<file path="src/rtl/bank_rd_mux_if.sv">
// Read-return bus between the requester/bank array side and bank_rd_mux.
// master : drives read requests, flush and the flattened bank read data
// slave  : the mux; returns registered read data, valid, pending count, busy
// Optional BANK_RD_MUX_ERR_EN adds o_sel_err / o_err_seen.
interface bank_rd_mux_if #(
    parameter int unsigned DATA_WIDTH = 8,
    parameter int unsigned NUM_BANKS  = 4,
    parameter int unsigned SEL_WIDTH  = 2,
    parameter int unsigned CNT_WIDTH  = 4
);
    logic                            i_rd_en;
    logic [SEL_WIDTH-1:0]            i_bank_sel;
    logic                            i_flush;
    logic [NUM_BANKS*DATA_WIDTH-1:0] i_bank_data;
    logic [DATA_WIDTH-1:0]           o_rd_data;
    logic                            o_rd_valid;
    logic [CNT_WIDTH-1:0]            o_pending;
    logic                            o_busy;
`ifdef BANK_RD_MUX_ERR_EN
    logic                            o_sel_err;
    logic                            o_err_seen;
`endif

    modport master (
        output i_rd_en, i_bank_sel, i_flush, i_bank_data,
        input  o_rd_data, o_rd_valid, o_pending, o_busy
`ifdef BANK_RD_MUX_ERR_EN
        , input o_sel_err, o_err_seen
`endif
    );

    modport slave (
        input  i_rd_en, i_bank_sel, i_flush, i_bank_data,
        output o_rd_data, o_rd_valid, o_pending, o_busy
`ifdef BANK_RD_MUX_ERR_EN
        , output o_sel_err, o_err_seen
`endif
    );
endinterface

</file>
<file path="src/rtl/bank_rd_mux.sv">
// Latency-aware read-return multiplexer for the multi-bank memory.
// Each request's bank select travels through a READ_LATENCY-deep valid/sel
// pipeline; when it reaches the tail the addressed bank's data is registered
// onto the single read channel.
// Ports: i_clk, i_rst_n (async active-low), bus (bank_rd_mux_if.slave).
// Optional macro BANK_RD_MUX_ERR_EN: adds o_sel_err pulse and sticky o_err_seen
// flagging out-of-range bank selects.
module bank_rd_mux #(
    parameter int unsigned DATA_WIDTH   = 8,
    parameter int unsigned NUM_BANKS    = 4,
    parameter int unsigned SEL_WIDTH    = 2,
    parameter int unsigned READ_LATENCY = 1,
    parameter int unsigned CNT_WIDTH    = 4
) (
    input logic         i_clk,
    input logic         i_rst_n,
    bank_rd_mux_if.slave bus
);
    logic [READ_LATENCY-1:0] vld_q;
    logic [SEL_WIDTH-1:0]    sel_q [READ_LATENCY];

    logic                    capture;
    logic                    tail_vld;
    logic [SEL_WIDTH-1:0]    tail_sel;
    logic [DATA_WIDTH-1:0]   mux_data;
    logic                    sel_oor;

    logic [DATA_WIDTH-1:0]   rd_data_q;
    logic                    rd_valid_q;
    logic [CNT_WIDTH-1:0]    pending_q;

    // Flush wins over a same-cycle request.
    assign capture  = bus.i_rd_en & ~bus.i_flush;
    assign tail_vld = vld_q[READ_LATENCY-1];
    assign tail_sel = sel_q[READ_LATENCY-1];

    // Bank steering; unmatched codes give zero data instead of X.
    always_comb begin
        mux_data = '0;
        sel_oor  = 1'b1;
        for (int k = 0; k < int'(NUM_BANKS); k++) begin
            if (tail_sel == SEL_WIDTH'(k)) begin
                mux_data = bus.i_bank_data[k*DATA_WIDTH +: DATA_WIDTH];
                sel_oor  = 1'b0;
            end
        end
    end

    // Request tracking pipeline, no stall.
    always_ff @(posedge i_clk or negedge i_rst_n) begin
        if (!i_rst_n) begin
            vld_q <= '0;
            for (int i = 0; i < int'(READ_LATENCY); i++) sel_q[i] <= '0;
        end else begin
            vld_q[0] <= capture;
            sel_q[0] <= capture ? bus.i_bank_sel : '0;
            for (int i = 1; i < int'(READ_LATENCY); i++) begin
                vld_q[i] <= vld_q[i-1];
                sel_q[i] <= sel_q[i-1];
            end
            if (bus.i_flush) vld_q <= '0;
        end
    end

    // Registered return channel and in-flight counter.
    always_ff @(posedge i_clk or negedge i_rst_n) begin
        if (!i_rst_n) begin
            rd_data_q  <= '0;
            rd_valid_q <= 1'b0;
            pending_q  <= '0;
        end else if (bus.i_flush) begin
            rd_valid_q <= 1'b0;
            pending_q  <= '0;
        end else begin
            rd_valid_q <= tail_vld;
            if (tail_vld) rd_data_q <= mux_data;
            case ({capture, tail_vld})
                2'b10:   pending_q <= pending_q + CNT_WIDTH'(1);
                2'b01:   pending_q <= pending_q - CNT_WIDTH'(1);
                default: pending_q <= pending_q;
            endcase
        end
    end

    assign bus.o_rd_data  = rd_data_q;
    assign bus.o_rd_valid = rd_valid_q;
    assign bus.o_pending  = pending_q;
    assign bus.o_busy     = |pending_q;

`ifdef BANK_RD_MUX_ERR_EN
    logic sel_err_q;
    logic err_seen_q;

    // Error pulse aligned with o_rd_valid; sticky flag cleared only by reset.
    always_ff @(posedge i_clk or negedge i_rst_n) begin
        if (!i_rst_n) begin
            sel_err_q  <= 1'b0;
            err_seen_q <= 1'b0;
        end else if (bus.i_flush) begin
            sel_err_q  <= 1'b0;
        end else begin
            sel_err_q  <= tail_vld & sel_oor;
            err_seen_q <= err_seen_q | (tail_vld & sel_oor);
        end
    end

    assign bus.o_sel_err  = sel_err_q;
    assign bus.o_err_seen = err_seen_q;
`endif
endmodule

</file>
<file path="src/flat_wrapper.sv">
// flat-port wrapper written by rule: the top's interface ports become plain ports
module bank_rd_mux_flat 
#(
    parameter int unsigned DATA_WIDTH   = 8,
    parameter int unsigned NUM_BANKS    = 4,
    parameter int unsigned SEL_WIDTH    = 2,
    parameter int unsigned READ_LATENCY = 1,
    parameter int unsigned CNT_WIDTH    = 4
)
  (i_clk, i_rst_n, bus_i_rd_en, bus_i_bank_sel, bus_i_flush, bus_i_bank_data, bus_o_rd_data, bus_o_rd_valid, bus_o_pending, bus_o_busy);
  bank_rd_mux_if #(.DATA_WIDTH(DATA_WIDTH), .NUM_BANKS(NUM_BANKS), .SEL_WIDTH(SEL_WIDTH), .CNT_WIDTH(CNT_WIDTH)) bus_i ();
  input logic i_clk;
  input logic i_rst_n;
  input wire logic [$bits(bus_i.i_rd_en)-1:0] bus_i_rd_en;
  input wire logic [$bits(bus_i.i_bank_sel)-1:0] bus_i_bank_sel;
  input wire logic [$bits(bus_i.i_flush)-1:0] bus_i_flush;
  input wire logic [$bits(bus_i.i_bank_data)-1:0] bus_i_bank_data;
  output wire logic [$bits(bus_i.o_rd_data)-1:0] bus_o_rd_data;
  output wire logic [$bits(bus_i.o_rd_valid)-1:0] bus_o_rd_valid;
  output wire logic [$bits(bus_i.o_pending)-1:0] bus_o_pending;
  output wire logic [$bits(bus_i.o_busy)-1:0] bus_o_busy;
  assign bus_i.i_rd_en = bus_i_rd_en;
  assign bus_i.i_bank_sel = bus_i_bank_sel;
  assign bus_i.i_flush = bus_i_flush;
  assign bus_i.i_bank_data = bus_i_bank_data;
  assign bus_o_rd_data = bus_i.o_rd_data;
  assign bus_o_rd_valid = bus_i.o_rd_valid;
  assign bus_o_pending = bus_i.o_pending;
  assign bus_o_busy = bus_i.o_busy;
  bank_rd_mux #(.DATA_WIDTH(DATA_WIDTH), .NUM_BANKS(NUM_BANKS), .SEL_WIDTH(SEL_WIDTH), .READ_LATENCY(READ_LATENCY), .CNT_WIDTH(CNT_WIDTH)) u_core (.i_clk(i_clk), .i_rst_n(i_rst_n), .bus(bus_i));
endmodule
</file>
<file path="config.mk">
export PLATFORM = sky130hd
export DESIGN_NAME = bank_rd_mux_flat
export DESIGN_NICKNAME = d
export VERILOG_FILES = /design/src/rtl/bank_rd_mux_if.sv /design/src/rtl/bank_rd_mux.sv /design/src/flat_wrapper.sv
export SDC_FILE = /design/constraint.sdc
export NUM_CORES = 1
export LEC_CHECK = 0
export BUFFER_PORTS_ARGS = -buffer_cell sky130_fd_sc_hd__buf_4
export CAP_MARGIN = 15
export CORE_MARGIN = 5
export CORE_UTILIZATION = 40
export DETAILED_ROUTE_END_ITERATION = 8
export MAX_ROUTING_LAYER = met4
export PLACE_DENSITY = 0.75
export SLEW_MARGIN = 20
export SYNTH_ARGS = -nofsm -noshare
export SYNTH_HDL_FRONTEND = slang
export SYNTH_SLANG_ARGS = --single-unit
export TNS_END_PERCENT = 5
</file>
<file path="constraint.sdc">
create_clock -name i_clk -period 2.4 [get_ports i_clk]
set_clock_uncertainty 0.1 [all_clocks]
set_input_delay 0.6 -clock i_clk [delete_from_list [all_inputs] [get_ports i_clk]]
set_output_delay 0.6 -clock i_clk [all_outputs]
set_load 0.01 [all_outputs]
</file>
==> run metrics <==
area of the multi-input gates roughly 520 sq um; Hold Vio Cnt, Final 0; largest net degree at the start of global routing 17; max_cap viols 0; total power 0.799 mW; RSZ-0062 raised after global routing no; Synth Instances 72; Pleak around 0.67 nW; number of global-route vias before repair 857; # rows 17; antenna cell count 0; f_max 461 MHz; Clock Latency Late Sink 0.30 ns; area grow syn2layout 45.4%; CP peak stage delay 0.54 ns; Req. time, crit path about 1.7 ns; Placer Congestion roughly 0.78; Post-route DRC 0; Crit-path slowest cell or4_1; WL final between 2 and 3 mm; DR pass1 iterations 4; first-pass GRT wire length 3.97 mm; mean routed wirelength per cell 16.6 um; crit path time final 2.17 ns; initial antenna violation count 0; PD cells 578 nW/um^2; detailed router's first-iteration violation count 8; worst slew pin tran approximately 0.46 ns; gr busiest metal met2; Max VDD drop 0.367 mV; crit start category register; GR Util met2 29.5%; Root Driver clkbuf_4; met3 layer usage reported by global route 3.51%; worst path cell trace or4_1, buf_4; worst min path class primary input to asynchronous set/reset pin; post-route ant nets 0; PostCTS Resize Cnt 0; post-synthesis sequential area ratio 42.1%; Reg area 400 sq um; TNS Setup 0 ns; TritonCTS clock tree built; CP Buf/Inv Count 1; YS warnings 0; Max-slew headroom 69.6%; final core occ 61.9%; Die Width 58.8 um; final period utilization 90.4%; Post-CTS Setup Bufs 0; Setup crit end kind output pin; GRT Util Overall 15.9%; Slew Viols, Final 0; CTS max path bufs 2; commonest cells after routing, fill and taps aside buf_4 (52), dfrtp_1 (16), mux4_2 (8), mux2_4 (8), nor2_1 (6); post-place instance area 1350 sq um; commonest non-fill, non-tap cell in the layout buf_4; Worst Path Max Fanout 8; Post-layout nets 164; Initial Util 42.6%; Die Y 58.8 um; met1 Usage GRT roughly 17%; Fill cells 186; final setup vio count 0; CTS buffer count 3; Unique masters post-synth 26; Placeable Area 2230 sq um; grt ovf 0; PortBufs 51; vias per inst 5.10; layout cells sized above 1 58.5%; H-tree Lvls 1; io pins 52; crit path kind register to output pin; mean area per synthesized cell 13.2 sq um; final instance area 1380 sq um; via count 770; Synth Cell Area 951 sq um; hold buffer count at cts 0; Yosys reg bits 16; WP data arrival 1.47 ns; post-synth net total roughly 110; clk slew on worst S/H paths 0.11 ns; CP top delay family simple AND/OR/NAND/NOR gates; CTS Sinks 16; outcome complete, no violations; Die ar. 3450 sq um; Final HPWL DP around 2.1 mm
-- registers in the layout (all words and copies together) (netlist names) --
name and cells:
u_core.bus.o_pending 4, u_core.bus.o_rd_data 8, u_core.bus.o_rd_valid 1, u_core.sel_q 2, u_core.tail_vld 1
-- metrics by stage --
| step | instances | setup WS, ns | hold WS [ns] |
|---|---|---|---|
| finish | 151 | 0.231 | 0.0340 |
| global route | 151 | 0.179 | 0.0485 |
| CTS | 151 | 0.218 | 0.0477 |
| detailed placement | 147 | 0.119 | 0.374 |
| global placement | 147 | 0.214 | 0.373 |
| floorplan | 72 | 0.266 | 0.204 |
-- final timing paths --
path | cells past startpoint | end | slack (ns) | startpoint
min in group i_clk | 2 | u_core.bus.o_pending[1]$_DFFE_PN0P_ | 0.40 | bus_i_flush
max in group asynchronous | 1 | u_core.bus.o_pending[2]$_DFFE_PN0P_ | 1.97 | i_rst_n
min reg2reg | 1 | u_core.bus.o_rd_data[6]$_DFFE_PN0P_ | 0.42 | u_core.bus.o_rd_data[6]$_DFFE_PN0P_
max reg2reg | 6 | u_core.bus.o_pending[3]$_DFFE_PN0P_ | 0.53 | u_core.tail_vld$_DFF_PN0_
max | 2 | bus_o_busy | 0.23 | u_core.bus.o_pending[1]$_DFFE_PN0P_
min | 1 | u_core.bus.o_rd_data[1]$_DFFE_PN0P_ | 0.03 | i_rst_n
-- cells in the mapped netlist (all sizes together) --
cell type / instances / share of area (%)
mux4: 8 / 19
mux2i: 1 / 1.1
nor3b: 2 / 1.6
nor3: 3 / 1.6
and2: 3 / 2.0
a31oi: 1 / 0.66
o21a: 1 / 0.79
nor2: 6 / 2.4
nand2b: 1 / 0.66
o21ai: 1 / 0.53
ha: 2 / 2.6
buf: 4 / 2.8
o22ai: 1 / 0.66
clkbuf: 1 / 0.39
a21o: 1 / 0.79
nor4: 1 / 0.66
a21oi: 2 / 1.1
dfrtp: 16 / 42
or4: 1 / 0.79
nand2: 1 / 0.39
xor2: 2 / 1.8
mux2: 8 / 13
a211oi: 1 / 0.79
nor2b: 3 / 2.0
inv: 1 / 0.39
-- area by class of cell --
type	count	share of cell area (%)
multi-input combinational	50	37.4
sequential	16	29.0
timing repair buffer	52	28.2
clock buffer	4	2.62
tap	28	2.53
inverter	1	0.271
-- metal layers --
metal  up-vias  wire length (um)
met5         -                 0
met4         0                29
met3         5                99
met2        19              1490
met1       378               880
li1        368                 -
-- report_power, final --
part	internal, mW	switching (mW)
Combinational	0.172	0.0919
Sequential	0.310	0.0372
Clock	0.0925	0.0959
-- cell families after synthesis --
| family | Yosys count | synth area share [%] |
|---|---|---|
| compound gates | 8 | 5.26 |
| xor+xnor | 2 | 1.84 |
| fa+ha+maj | 2 | 2.63 |
| buf+inv | 6 | 3.55 |
| flops | 16 | 42.1 |
| mux | 17 | 32.6 |
| simple gates | 21 | 12.0 |
Power figures use the tool's default switching activity.
